### src/rtl/qpsk_modulator.sv
`default_nettype none
// ============================================================================
// Module   : qpsk_modulator
// Function : Serial coded bits in, Gray-mapped QPSK I/Q symbols out, with a
//            per-block symbol counter and a last-symbol marker.
//            Build option QPSK_SKID_BUF_EN: 2-entry symbol FIFO and a
//            registered ready_out.
// Revision : 1.0 - initial release
// ============================================================================
module qpsk_modulator #(
  parameter int Ncbps = 192,
  parameter int WIDTH = 16,
  parameter int AMP   = 23170
) (
  input  logic             clk,
  input  logic             resetN,
  input  logic             data_in,
  input  logic             valid_in,
  output logic             ready_out,
  output logic [WIDTH-1:0] I_out,
  output logic [WIDTH-1:0] Q_out,
  output logic             valid_out,
  output logic             last_out,
  input  logic             ready_in
);

  localparam int              c_nsym = Ncbps / 2;
  localparam int              c_cw   = (c_nsym > 1) ? $clog2(c_nsym) : 1;
  localparam logic [c_cw-1:0] c_last = c_cw'(c_nsym - 1);
  localparam logic [WIDTH-1:0] c_pos = WIDTH'(AMP);
  localparam logic [WIDTH-1:0] c_neg = WIDTH'(-AMP);

  function automatic logic [WIDTH-1:0] f_map(input logic b);
    return b ? c_neg : c_pos;
  endfunction

  logic            r_phase;
  logic            r_b0;
  logic [c_cw-1:0] r_cnt;
  logic            w_bit_xfer;
  logic            w_sym_xfer;
  logic            w_push;

  assign w_bit_xfer = valid_in && ready_out;
  assign w_sym_xfer = valid_out && ready_in;
  assign w_push     = w_bit_xfer && r_phase;

  always_ff @(posedge clk) begin
    if (!resetN) begin
      r_phase <= 1'b0;
      r_b0    <= 1'b0;
    end else if (w_bit_xfer) begin
      r_phase <= ~r_phase;
      if (!r_phase)
        r_b0 <= data_in;
    end
  end

  // Counts delivered symbols only, so input gaps never shift the block boundary
  always_ff @(posedge clk) begin
    if (!resetN)
      r_cnt <= '0;
    else if (w_sym_xfer)
      r_cnt <= (r_cnt == c_last) ? '0 : r_cnt + 1'b1;
  end

  assign last_out = valid_out && (r_cnt == c_last);

`ifdef QPSK_SKID_BUF_EN
  logic [WIDTH-1:0] r_fifo_i [0:1];
  logic [WIDTH-1:0] r_fifo_q [0:1];
  logic             r_wptr;
  logic             r_rptr;
  logic [1:0]       r_count;
  logic             r_ready;
  logic [1:0]       w_count_nxt;

  always_comb begin
    w_count_nxt = r_count;
    if (w_push && !w_sym_xfer)
      w_count_nxt = r_count + 2'd1;
    else if (!w_push && w_sym_xfer)
      w_count_nxt = r_count - 2'd1;
  end

  // Ready is precomputed from the next occupancy, so a push next cycle always fits
  always_ff @(posedge clk) begin
    if (!resetN) begin
      r_fifo_i[0] <= '0;
      r_fifo_i[1] <= '0;
      r_fifo_q[0] <= '0;
      r_fifo_q[1] <= '0;
      r_wptr      <= 1'b0;
      r_rptr      <= 1'b0;
      r_count     <= 2'd0;
      r_ready     <= 1'b0;
    end else begin
      if (w_push) begin
        r_fifo_i[r_wptr] <= f_map(r_b0);
        r_fifo_q[r_wptr] <= f_map(data_in);
        r_wptr           <= ~r_wptr;
      end
      if (w_sym_xfer)
        r_rptr <= ~r_rptr;
      r_count <= w_count_nxt;
      r_ready <= (w_count_nxt != 2'd2);
    end
  end

  assign ready_out = r_ready;
  assign valid_out = (r_count != 2'd0);
  assign I_out     = r_fifo_i[r_rptr];
  assign Q_out     = r_fifo_q[r_rptr];
`else
  logic             r_valid;
  logic [WIDTH-1:0] r_i;
  logic [WIDTH-1:0] r_q;

  assign ready_out = resetN && (!r_valid || ready_in);

  always_ff @(posedge clk) begin
    if (!resetN) begin
      r_valid <= 1'b0;
      r_i     <= '0;
      r_q     <= '0;
    end else if (w_push) begin
      r_valid <= 1'b1;
      r_i     <= f_map(r_b0);
      r_q     <= f_map(data_in);
    end else if (w_sym_xfer) begin
      r_valid <= 1'b0;
    end
  end

  assign valid_out = r_valid;
  assign I_out     = r_i;
  assign Q_out     = r_q;
`endif

endmodule
`default_nettype wire

### config.mk
export PLATFORM = sky130hd
export DESIGN_NAME = qpsk_modulator
export DESIGN_NICKNAME = d
export VERILOG_FILES = /design/src/rtl/qpsk_modulator.sv
export SDC_FILE = /design/constraint.sdc
export NUM_CORES = 1
export LEC_CHECK = 0
export BUFFER_PORTS_ARGS = -buffer_cell sky130_fd_sc_hd__clkbuf_2
export CORE_ASPECT_RATIO = 1.4
export CORE_UTILIZATION = 40
export CTS_CLUSTER_SIZE = 16
export DETAILED_ROUTE_END_ITERATION = 10
export HOLD_SLACK_MARGIN = 0.12
export PLACE_DENSITY = 0.75
export SYNTH_ARGS = -nofsm -noshare
export SYNTH_HDL_FRONTEND = slang
export SYNTH_SLANG_ARGS = --single-unit
### constraint.sdc
create_clock -name clk -period 2.3 [get_ports clk]
set_input_delay 0.46 -clock clk [delete_from_list [all_inputs] [get_ports clk]]
set_output_delay 0.46 -clock clk [all_outputs]
set_load 0.1 [all_outputs]
Yosys cells after proc, flatten, opt, wreduce, memory -nomap -nowiden

Cells that the tools add are included.

Flip-flop bits (word level): 42
Input bits: 5
Output and inout port bits: 35

Add/subtract/negate cells: 1
Equality and inequality tests: 1
Muxes and demuxes: 5
Bitwise gates (word level): 1
Reductions and logical operators: 9

Operators with widths:

| kind                | count |
|---|---|
| $mux 16             | 2 |
| $add 7x1->7 const B | 1 |
| $eq 7x7->1 const B  | 1 |
| $mux 7              | 1 |
| $logic_and 1x1->1   | 5 |
| $mux 1              | 2 |
| $reduce_and 2->1    | 1 |
| $reduce_bool 2->1   | 1 |
| $logic_not 1->1     | 1 |
| $logic_or 1x1->1    | 1 |
| $not 1->1           | 1 |

Logic depth before layout (Yosys ltp)

Word-level depth: 6
Gate-level depth with buffers: 4

Worst setup path after synthesis

Ideal clock, no wire load.

Path type: register -> output
From: register r_valid, in the netlist valid_out
To: output port ready_out
Arrival time: 2.237 ns
Slack: -0.397 ns
Cell stages (with the launch flop): 3
Buffers on the path: 0
Path through: dfxtp_1 -> nor2b_1 -> nor2_1

Longest elaborated chain between the ends: 3

RTL lines:

| item                   | line | text |
|---|---|---|
| start, declared        | 115  | `logic r_valid;` |
| start signal, assigned | 123  | `r_valid <= 1'b0;` |
| start signal, assigned | 127  | `r_valid <= 1'b1;` |
| start signal, assigned | 131  | `r_valid <= 1'b0;` |
| $logic_not 1->1        | 119  | `assign ready_out = resetN && (!r_valid \|\| ready_in);` |
| $logic_or 1x1->1       | 119  |  |
| $logic_and 1x1->1      | 119  |  |
| end, declared          | 19   | `output logic ready_out,` |

No other way between the ends.

Worst setup path in the final report

From: register r_cnt[0]
To: output port last_out

Longest elaborated chain between the ends: 2

RTL lines:

| item                   | line | text |
|---|---|---|
| start, declared        | 39   | `logic [c_cw-1:0] r_cnt;` |
| start signal, assigned | 64   | `r_cnt <= (r_cnt == c_last) ? '0 : r_cnt + 1'b1;` |
| $eq 7x7->1             | 67   | `assign last_out = valid_out && (r_cnt == c_last);` |
| $logic_and 1x1->1      | 67   |  |
| end, declared          | 23   | `output logic last_out,` |

No other way between the ends.

==> parameters.txt <==
Parameter                              Value

Timing
  Pin slew with the least headroom to its limit    around 0.54 ns
  Skew final    ~0.0013 ns
  Setup repair after global routing missed its margin    false
  Final min period    2.13 ns
  Share of the clock period used by the worst path    0.928
  Final count of hold timing violations    0
  Achievable clock frequency    469 MHz
  Number of endpoints failing setup at the final stage    0
  Final Slew Violations    0
  Worst rel slew slack    0.641
  Total Negative Setup Slacks    0 ns

Pwr
  Leak pwr    0.430 nW
  Peak supply drop    0.278 mV
  PD cells    692 nW/um2

Setup path
  Terminus of the critical flop-to-flop path    r_cnt[6]$_SDFFE_PN0P_
  Cell type group with the largest total delay on the critical path    simple AND/OR/NAND/NOR gates
  Crit-path cells    ha_1 > nand2_1 > nor3_1 > and2_2 > buf_4
  Required time of the critical path    ~1.8 ns
  Number of cell instances on the worst register-to-register path    4
  Library cell contributing the largest single delay on the critical path    sky130_fd_sc_hd__dfxtp_1
  Worst path buffer plus inverter count    1
  Kind of start point of the critical path    flop
  Signal arrival time at the worst endpoint    1.67 ns
  Setup slack of the most critical reg-to-reg path    about 0.86 ns
  Maximum net fanout on the critical path    5
  Startpoint of the lowest-slack register-to-register path    r_cnt[0]$_SDFFE_PN0P_
  Crit Path Class    reg -> out
  CP Capture Type    primary output
  Max incr delay on CP    0.40 ns

Drt
  Via-per-instance ratio    5.09
  Routed vias    677
  Initial detailed-routing violation count    6
  Remaining design rule violation count    0
  Final routed wire length divided by cell count    10.3 um
  Post-DRT Antenna Nets    0
  Final wirelength    between 1 and 1.5 mm
  First-pass iteration count of the detailed router    5

Final layout
  Fill cell count    ~210
  Most common cell after layout, fill and taps aside    sky130_fd_sc_hd__clkbuf_2
  Commonest cells after routing, fill and taps aside    36 x sky130_fd_sc_hd__clkbuf_2, 15 x sky130_fd_sc_hd__dfxtp_1, 10 x sky130_fd_sc_hd__nand2_1, 7 x sky130_fd_sc_hd__nand3_1, 7 x sky130_fd_sc_hd__a21oi_1
  Layout Utilization    0.444
  Fin nets    119
  Area added between synthesis and finish    4.53%
  Inserted Diodes    0
  Proportion of layout cells with a drive suffix above 1    0.393

Min path
  Worst min-delay path endpoint    Q_out[14]$_SDFFE_PN0P_
  Hold path start    data_in
  Depth of the worst hold-timing path    2
  Hold Path Class    in -> reg

Synthesis
  Sequential area share after synthesis    0.363
  Post-synthesis instance total    99
  Yosys synthesis warning count    0
  Distinct cells, synth    25
  Mean post-synth cell area    around 8.4 um2
  EDFF count, synth    0
  Most frequently used flop master after synthesis    sky130_fd_sc_hd__dfxtp_1
  Register bit total from synthesis    15
  Asr flop ratio synth    0
  Summed instance area of the synthesized netlist    828 um2

Floorplan
  Top-level port count    40
  Initial Util    0.425
  Area of the core    just under 2000 um2
  Die Footprint    2260 um2
  Std cell rows    19
  Floorplan die height    55.8 um
  Die Width    between 40 and 50 um

GRT
  GR Util All Layers    0.142
  Total overflow reported by the global router    0
  Vias in the first global route    591
  Antenna violations before repair    0
  Wire length of the first global-routing pass    2.33 mm
  Largest net degree at the start of global routing    12

Status
  Run status    finished, final reports clean

Job
  Max-cap viol count    0

Clock tree
  Number of buffers added for setup after CTS    0
  Post-cts sizing count    0
  Clock latency reported for the late side of the worst-skew pair    0.28 ns
  Clock tree root buffer cell    sky130_fd_sc_hd__clkbuf_4
  Number of CTS-inserted buffers    3
  CTS Sinks    15
  TritonCTS clock tree    built
  Buffer depth of the longest clock path    2
  Clock input transition at the sequential cells of the worst setup and hold paths    0.09 ns
  Number of hold-repair buffers added at the cts stage    0
  Clock H-tree levels    1

Placement
  Placed wire-length estimate after detailed placement    1.05 mm
  Final GP Congestion    0.770
  IO buf count    37
[kinds of logic (layout without fill, tap and decap cells)]
kind of cell	after synthesis	count (layout)	synth area share
fa+ha+maj	1	1	0.0151
compound gates	13	13	0.0816
buf+inv	32	44	0.269
simple gates	31	31	0.196
mux	5	5	0.0604
flops	15	15	0.363
other cells	1	2	0.00453
xor+xnor	1	1	0.0106
[layout make-up]
class / instances / area [um2] / area share
sequential: 15 / 300 / 0.347
timing repair buffer: 37 / 188 / 0.217
clock buffer: 3 / 22.5 / 0.0260
tap: 21 / 26.3 / 0.0303
multi-input combinational: 53 / 313 / 0.361
inverter: 3 / 11.3 / 0.0130
clock inverter: 1 / 5.00 / 0.00578
[where the power goes]
| group | total, mW | internal (mW) | switching [mW] |
|---|---|---|---|
| Combinational | 0.178 | 0.0194 | 0.159 |
| Clock | 0.148 | 0.0645 | 0.0840 |
| Sequential | 0.273 | 0.266 | 0.00656 |
[worst max path at each step]
stage / from / to / slack, ns / depth (start not counted)
global placement: resetN / ready_out / 0.47 / 4
floorplan: valid_out$_SDFFE_PN0P_ / ready_out / 0.06 / 2
finish: r_cnt[0]$_SDFFE_PN0P_ / last_out / 0.17 / 5
detailed placement: resetN / ready_out / 0.44 / 4
CTS: r_cnt[2]$_SDFFE_PN0P_ / last_out / 0.16 / 4
global route: r_cnt[0]$_SDFFE_PN0P_ / last_out / 0.05 / 5
[registers in the layout (all words and copies together), names as in the netlist]
signal     cells
r_b0           1
I_out          3
r_cnt          7
Q_out          2
r_phase        1
valid_out      1
[cell usage after synthesis, drive strengths merged (2+ instances only)]
cell type  instances  area, um2
mux2i              5       50.1
nand4              2       12.5
inv                3       11.3
dfxtp             15        300
nand2             10       37.5
nand3              7       35.0
o21ai              5       25.0
or4b               2       20.0
a21oi              7       35.0
buf               28        208
or3                3       18.8
nor2               2       7.51
[metrics by stage]
stage | instance area (um2) | power (mW) | cells | hold WS [ns] | setup slack (ns)
CTS | 866 | 0.606 | 133 | 0.369 | 0.157
detailed placement | 838 | 0.458 | 129 | 0.443 | 0.438
floorplan | 836 | 0.455 | 100 | 0.411 | 0.0627
global route | 866 | 0.622 | 133 | 0.394 | 0.0540
global placement | 838 | 0.457 | 129 | 0.423 | 0.470
finish | 866 | 0.599 | 133 | 0.372 | 0.166
[per-layer routing]
| metal | part of all wire | vias up | wire [um] | GRT usage |
|---|---|---|---|---|
| met1 | 0.41 | 304 | 556 | 0.169 |
| met4 | 0.0080 | 0 | 11 | 0.0714 |
| met3 | 0.073 | 2 | 100 | 0.0240 |
| met5 | 0 | - | 0 | 0 |
| met2 | 0.51 | 36 | 701 | 0.229 |
| li1 | - | 335 | - | - |
Note: power is estimated with default switching activity, not from simulation.
